[src/rtl/serial_fft_coral.sv]
// Serial single-bin DFT accumulator: multiplies each incoming multichannel
// sample by an externally supplied twiddle W[k] and accumulates per channel,
// restarting the sums at k=0 and flagging the frame's last sample.
module serial_fft_coral #(
  parameter int unsigned W_WIDTH      = 16,
  parameter int unsigned X_WIDTH      = 16,
  parameter int unsigned S_WIDTH      = 32,
  parameter int unsigned FRAME_LENGTH = 10,
  parameter int unsigned CHANELS      = 2
) (
  input  logic                                      clk,
  input  logic                                      rstn,
  output logic [$clog2(FRAME_LENGTH)-1:0]           counter,
  input  logic signed [W_WIDTH-1:0]                 w_re,
  input  logic signed [W_WIDTH-1:0]                 w_im,
  input  logic                                      valid_i,
  input  logic signed [CHANELS-1:0][X_WIDTH-1:0]    x,
  output logic signed [CHANELS-1:0][S_WIDTH-1:0]    re,
  output logic signed [CHANELS-1:0][S_WIDTH-1:0]    im,
  output logic                                      valid_o,
  output logic                                      finish
);

  localparam int unsigned CW = $clog2(FRAME_LENGTH);
  localparam logic [CW-1:0] LAST = CW'(FRAME_LENGTH - 1);

  // stage 1: registered sample, its index and valid flag
  logic [CHANELS-1:0][X_WIDTH-1:0] s1_x;
  logic [CW-1:0]                   s1_k;
  logic                            s1_valid;

  // stage 2: registered products, index and valid flag
  logic signed [S_WIDTH-1:0] p2_re [CHANELS];
  logic signed [S_WIDTH-1:0] p2_im [CHANELS];
  logic [CW-1:0]             s2_k;
  logic                      s2_valid;

  logic signed [S_WIDTH-1:0] prod_re [CHANELS];
  logic signed [S_WIDTH-1:0] prod_im [CHANELS];

  // accept a sample, capture its index and advance the ROM address
  always_ff @(posedge clk) begin
    if (rstn) begin
      counter  <= '0;
      s1_valid <= 1'b0;
      s1_x     <= '0;
      s1_k     <= '0;
    end else begin
      s1_valid <= valid_i;
      if (valid_i) begin
        s1_x    <= x;
        s1_k    <= counter;
        counter <= (counter == LAST) ? '0 : counter + 1'b1;
      end
    end
  end

  // products formed at S_WIDTH: sign-extended operands give the exact product
  // when S_WIDTH covers it, and the correctly truncated low bits otherwise
  always_comb begin
    for (int unsigned c = 0; c < CHANELS; c++) begin
      prod_re[c] = S_WIDTH'($signed(s1_x[c])) * S_WIDTH'(w_re);
      prod_im[c] = S_WIDTH'($signed(s1_x[c])) * S_WIDTH'(w_im);
    end
  end

  // register the products once the ROM word for stage-1 index is present
  always_ff @(posedge clk) begin
    if (rstn) begin
      s2_valid <= 1'b0;
      s2_k     <= '0;
      for (int unsigned c = 0; c < CHANELS; c++) begin
        p2_re[c] <= '0;
        p2_im[c] <= '0;
      end
    end else begin
      s2_valid <= s1_valid;
      if (s1_valid) begin
        s2_k <= s1_k;
        for (int unsigned c = 0; c < CHANELS; c++) begin
          p2_re[c] <= prod_re[c];
          p2_im[c] <= prod_im[c];
        end
      end
    end
  end

  // accumulate (restart at k=0), pulse valid_o and finish on the last index
  always_ff @(posedge clk) begin
    if (rstn) begin
      re      <= '0;
      im      <= '0;
      valid_o <= 1'b0;
      finish  <= 1'b0;
    end else begin
      valid_o <= s2_valid;
      finish  <= s2_valid && (s2_k == LAST);
      if (s2_valid) begin
        for (int unsigned c = 0; c < CHANELS; c++) begin
          if (s2_k == '0) begin
            re[c] <= p2_re[c];
            im[c] <= p2_im[c];
          end else begin
            re[c] <= re[c] + p2_re[c];
            im[c] <= im[c] + p2_im[c];
          end
        end
      end
    end
  end

endmodule

[config.mk]
export PLATFORM = sky130hd
export DESIGN_NAME = serial_fft_coral
export DESIGN_NICKNAME = d
export VERILOG_FILES = /design/src/rtl/serial_fft_coral.sv
export SDC_FILE = /design/constraint.sdc
export NUM_CORES = 2
export LEC_CHECK = 0
export ABC_AREA = 1
export CELL_PAD_IN_SITES_DETAIL_PLACEMENT = 1
export CELL_PAD_IN_SITES_GLOBAL_PLACEMENT = 2
export CORE_MARGIN = 2
export CORE_UTILIZATION = 43
export CTS_BUF_LIST = sky130_fd_sc_hd__clkbuf_4 sky130_fd_sc_hd__clkbuf_8
export DETAILED_ROUTE_END_ITERATION = 16
export DONT_BUFFER_PORTS = 1
export GPL_ROUTABILITY_DRIVEN = 0
export PLACE_DENSITY = 0.95
export SLEW_MARGIN = 20
export SYNTH_ARGS = -nofsm -noshare
export SYNTH_HDL_FRONTEND = slang
export SYNTH_SLANG_ARGS = --single-unit
export TNS_END_PERCENT = 1
[constraint.sdc]
create_clock -name clk -period 11.85 [get_ports clk]
set_input_delay 0.5925 -clock clk [delete_from_list [all_inputs] [get_ports clk]]
set_output_delay 0.5925 -clock clk [all_outputs]
set_load 0.03 [all_outputs]
## Word-level counts from Yosys, hierarchy flattened

Memories as Yosys holds them, arrays and structs flattened.
Index checks and enable logic that the tools add are counted.

- Register bits: 176
- Memories: 2
- Memory bits (writable): 128
- Word-level logic and storage cells: 46
- Input bits: 67
- Output and inout bits: 134

Memories:

| name | words | bits a word | read ports | clocked after memory_dff | write ports | RTL line | source |
|---|---|---|---|---|---|---|---|
| p2_im | 2 | 32 | 2 | 0 | 2 | 34 | `logic signed [S_WIDTH-1:0] p2_im [CHANELS];` |
| p2_re | 2 | 32 | 2 | 0 | 2 | 33 | `logic signed [S_WIDTH-1:0] p2_re [CHANELS];` |

- $mul: 4
- Reduce and logical (&&, ||, !) cells: 2
- Eq/ne operators: 2
- Bitwise logic cells: 4
- Add/subtract/negate cells: 5
- Multiplexer cells: 14

Operators with widths:

| cell | count |
|---|---|
| 32-bit 2-to-1 mux | 8 |
| 32-bit adder | 4 |
| 16-bit by 16-bit multiplier with 32-bit output | 4 |
| 4-bit == test (second input constant) | 2 |
| 1-bit 2-to-1 mux | 5 |
| 4-bit by 1-bit adder with 4-bit output (second input constant) | 1 |
| 4-bit zero test | 1 |
| 4-bit 2-to-1 mux | 1 |
| 1-bit OR | 4 |
| 1-bit logical AND | 1 |

## Logic depth before layout (Yosys ltp)

- Word-level depth: 4
- Mapped depth: 27
- Mapped depth without buffers: 25

## Worst setup path before layout

Ideal clock, no wire load.

- Kind: input port to flip-flop
- From: in w_re[15]
- To: mem p2_re[0][22], data pin
- Stages on the path: 20
- Data required time: 11597 ps
- Setup slack: 6067 ps
- Arrival: 5530 ps
- Buffers on the path: 2
- Cell sequence: clkbuf_1 -> inv_1 -> buf_1 -> nor2_1 -> fa_1 -> fa_1 -> fa_1 -> fa_1 -> fa_1 -> inv_1 -> fa_1 -> inv_1 -> ha_1 -> nand2_1 -> nor4_1 -> nand3_1 -> o21ai_0 -> nand2_1 -> nand2_1 -> nor2_1

RTL lines:

| element | RTL line | source |
|---|---|---|
| from (decl) | 14 | `input logic signed [W_WIDTH-1:0] w_re,` |
| to (decl) | 33 |  |

==> flow_metrics.tcl <==
set metrics [dict create \
    fin_nets 10100 \
    design_area_sq_um 66000 \
    critPathMaxFanout 18 \
    relSlewSlack_pct 27.1 \
    setup.worst_path.end_class "flop" \
    layout_min_cycle_time_ns 6.86 \
    rows 139 \
    worstPathArrival_ns 7.39 \
    slew_violations 0 \
    hold_path.class "in -> reg" \
    max_freq_mhz 146 \
    synth_edf_count 128 \
    fill_cells 18400 \
    setup_violations 0 \
    areaGrowthSynthToFinish_pct 5.57 \
    path_clk_slew_ns 0.06 \
    drv_cap 0 \
    synth_cell_type_count 37 \
    syn_avg_cell_area_sq_um 7.20 \
    synthesis.nets 10300 \
    grt_pass1_vias 62200 \
    grt_max_degree 113 \
    clk_latency_ns 0.78 \
    post_cts_buffers 0 \
    vias 55700 \
    r2r_cells 20 \
    outcome "completed" \
    ant_nets 0 \
    drt_wl_total_um 222000 \
    wl_met1_um 92600 \
    setup_tns_ns 0 \
    dp_hpwl_um 175000 \
    synth-seq-cells 304 \
    portBuffers 0 \
    track_usage_pct 30.4 \
    io_pins 201 \
    route.detailed.drc 0 \
    peakVddDrop_mv 0.210 \
    leakagePower_nw 37.7 \
    clockBufferDepth 3 \
    yosys_warnings 0 \
    drive_above_1_share_pct 2.17 \
    routed_via_density 5.31 \
    grt_pass1_wl_um 349000 \
    numCtsBuffers 69 \
    hold_buffers 29 \
    die_h_um 385 \
    clock-skew-final_ns 0.0669 \
    coreArea_sq_um 144000 \
    postSynth.asyncResetShare_pct 0 \
    cts_tree "built" \
    antenna_found_initial 7 \
    rrSetupSlack_ns 4.99 \
    die_w_um 385 \
    dr_wl_met2_um 107000 \
    die_area_sq_um 149000 \
    wl_per_cell_um 21.2 \
    top_layer_used "met4" \
    crit_end "p2_im[0][63]" \
    synth_flop_cell "dfxtp_1" \
    clock_sinks 304 \
    wl_met3_um 13500 \
    htreeDepth 3 \
    tightestPinTransition_ns 1.09 \
    power.density_nw_per_um2 241 \
    overflow 0 \
    rr_startpoint "s1_x[31]" \
    postPlaceCellArea_sq_um 64100 \
    start_kind "flop" \
    first_iter_violations 3047 \
    yosysTopAreaCell "fa_1" \
    cp.required_ns 12.38 \
    cts_root_buf "clkbuf_8" \
    synthCells 8686 \
    critPathKind "reg -> reg" \
    synth_area_sq_um 62500 \
    initial_core_util_pct 43.4 \
    rsz0062_at_grt "no" \
    hold_violations 0 \
    cts_resized 0 \
    r2r_end "p2_im[0][63]" \
    crit_start "s1_x[31]" \
    synthTopCellsByArea "fa_1, nand2_1, inv_1" \
    drt_pass1_iterations 6 \
    synth_top_area_share_pct 33.7 \
    post-route-period-util_pct 57.9 \
    ys_seq_area_share_pct 11.8 \
]
layout by cell type, fill, tap and decap left out, types with 8 or more instances in the layout:
cell type | netlist | layout
dfxtp_1 | 176 | 170
xnor2_1 | 36 | 36
ha_1 | 452 | 452
inv_1 | 2302 | 2301
a21oi_1 | 460 | 460
bufinv_16 | 0 | 9
o21a_1 | 27 | 27
fa_1 | 1052 | 1052
dlygate4sd3_1 | 0 | 27
or2_0 | 26 | 26
a21o_1 | 17 | 17
clkinv_2 | 0 | 14
nand4_1 | 48 | 48
and2_1 | 29 | 29
o21ai_1 | 43 | 43
clkbuf_8 | 0 | 77
o21ai_0 | 219 | 219
edfxtp_1 | 128 | 128
nor3_1 | 58 | 58
clkbuf_4 | 0 | 14
xor2_1 | 29 | 29
nand3_1 | 328 | 328
buf_4 | 0 | 42
nor2_1 | 443 | 442
o21bai_1 | 40 | 40
nor4_1 | 8 | 8
nand2_1 | 2361 | 2360
a31oi_1 | 8 | 8
o211ai_1 | 58 | 58
kinds of logic (layout without fill, tap and decap cells):
logic type	Yosys count	in the layout	share of synthesized area (%)
AO/OA/AOI/OAI	878	878	7.64
XOR/XNOR	65	65	0.910
adder cells (fa/ha/maj)	1504	1504	42.7
buffers and inverters	2616	2505	15.7
flip-flops	304	304	11.8
other	0	3	0
AND/OR/NAND/NOR	3319	3319	21.2
area by class of cell:
type,instances,area (sq um),area share [%]
multi-input combinational,5766,45400,68.7
timing repair buffer,71,633,0.959
clock buffer,91,1160,1.76
antenna,3,7.51,0.0114
clock inverter,37,439,0.665
inverter,2306,8660,13.1
sequential,304,7380,11.2
tap,1903,2380,3.61
flip-flops by register name, indices dropped and copies added, names as in the netlist:
name,flops
im,64
p2_im,64
p2_re,64
re,64
s1_x,32
counter,4
s1_k,4
s2_k,4
finish,1
s1_valid,1
s2_valid,1
valid_o,1
stage by stage:
step	instances	hold WS (ns)	power, mW	setup slack (ns)	utilization (%)
floorplan	8686	0.419	10.3	6.07	-
global placement	10300	0.439	13.8	5.31	44.5
detailed placement	10300	0.446	14.3	5.01	44.5
CTS	10500	0.00240	15.9	4.98	45.8
global route	10500	0.0303	17.6	4.70	45.9
finish	10500	0.0505	15.9	4.99	45.9
worst max-delay path, cell delays in order, from the launching register on:
cell and delay, ns:
dfxtp_1 0.67, buf_4 0.36, nand2_1 0.16, inv_1 0.15
fa_1 0.57, fa_1 0.99, fa_1 0.64, fa_1 0.54
inv_1 0.06, fa_1 0.51, inv_1 0.08, fa_1 0.47
ha_1 0.37, inv_1 0.12, o21bai_1 0.08, a21oi_1 0.20
o21ai_0 0.17, a21oi_1 0.14, nand2_1 0.13, nor2_1 0.14
nor2_1 0.05
layer usage:
metal  vias up  global-route usage, %
met5         -                      0
met4         0                   11.9
met3       476                   4.77
met2      1579                   52.3
met1     28200                   38.3
li1      25400                      -
synthesized netlist by cell type (2+ instances only):
cell      instances
nand2_1        2361
inv_1          2302
fa_1           1052
a21oi_1         460
ha_1            452
nor2_1          443
nand3_1         328
clkbuf_1        294
o21ai_0         219
dfxtp_1         176
edfxtp_1        128
nor3_1           58
o211ai_1         58
nand4_1          48
o21ai_1          43
o21bai_1         40
xnor2_1          36
and2_1           29
xor2_1           29
o21a_1           27
or2_0            26
a21o_1           17
buf_1             9
a31oi_1           8
nor4_1            8
buf_2             7
or2_2             7
nand3b_1          5
and3_1            3
inv_2             3
a21boi_0          2
nor3b_1           2
o31ai_1           2
how the worst min path moves through the flow:
stage	startpoint	end	slack (ns)	depth (start not counted)
after floorplan	s1_k[0]	s2_k[0]	0.42	2
after global placement	s1_k[0]	s2_k[0]	0.44	2
after detailed placement	s1_k[0]	s2_k[0]	0.45	2
after CTS	x[1]	s1_x[1]	0.002	2
after global routing	valid_i	s1_x[26]	0.03	2
final	valid_i	s1_x[26]	0.05	2
where the power goes:
| group | switching [mW] | total [mW] | internal [mW] | leakage, nW |
|---|---|---|---|---|
| Sequential | 0.327 | 1.67 | 1.34 | 2.80 |
| Clock | 0.617 | 1.46 | 0.845 | 0.830 |
| Combinational | 8.51 | 12.8 | 4.30 | 34.0 |
| Total | 9.46 | 15.9 | 6.49 | 37.7 |
(Power assumes the default switching activity.)
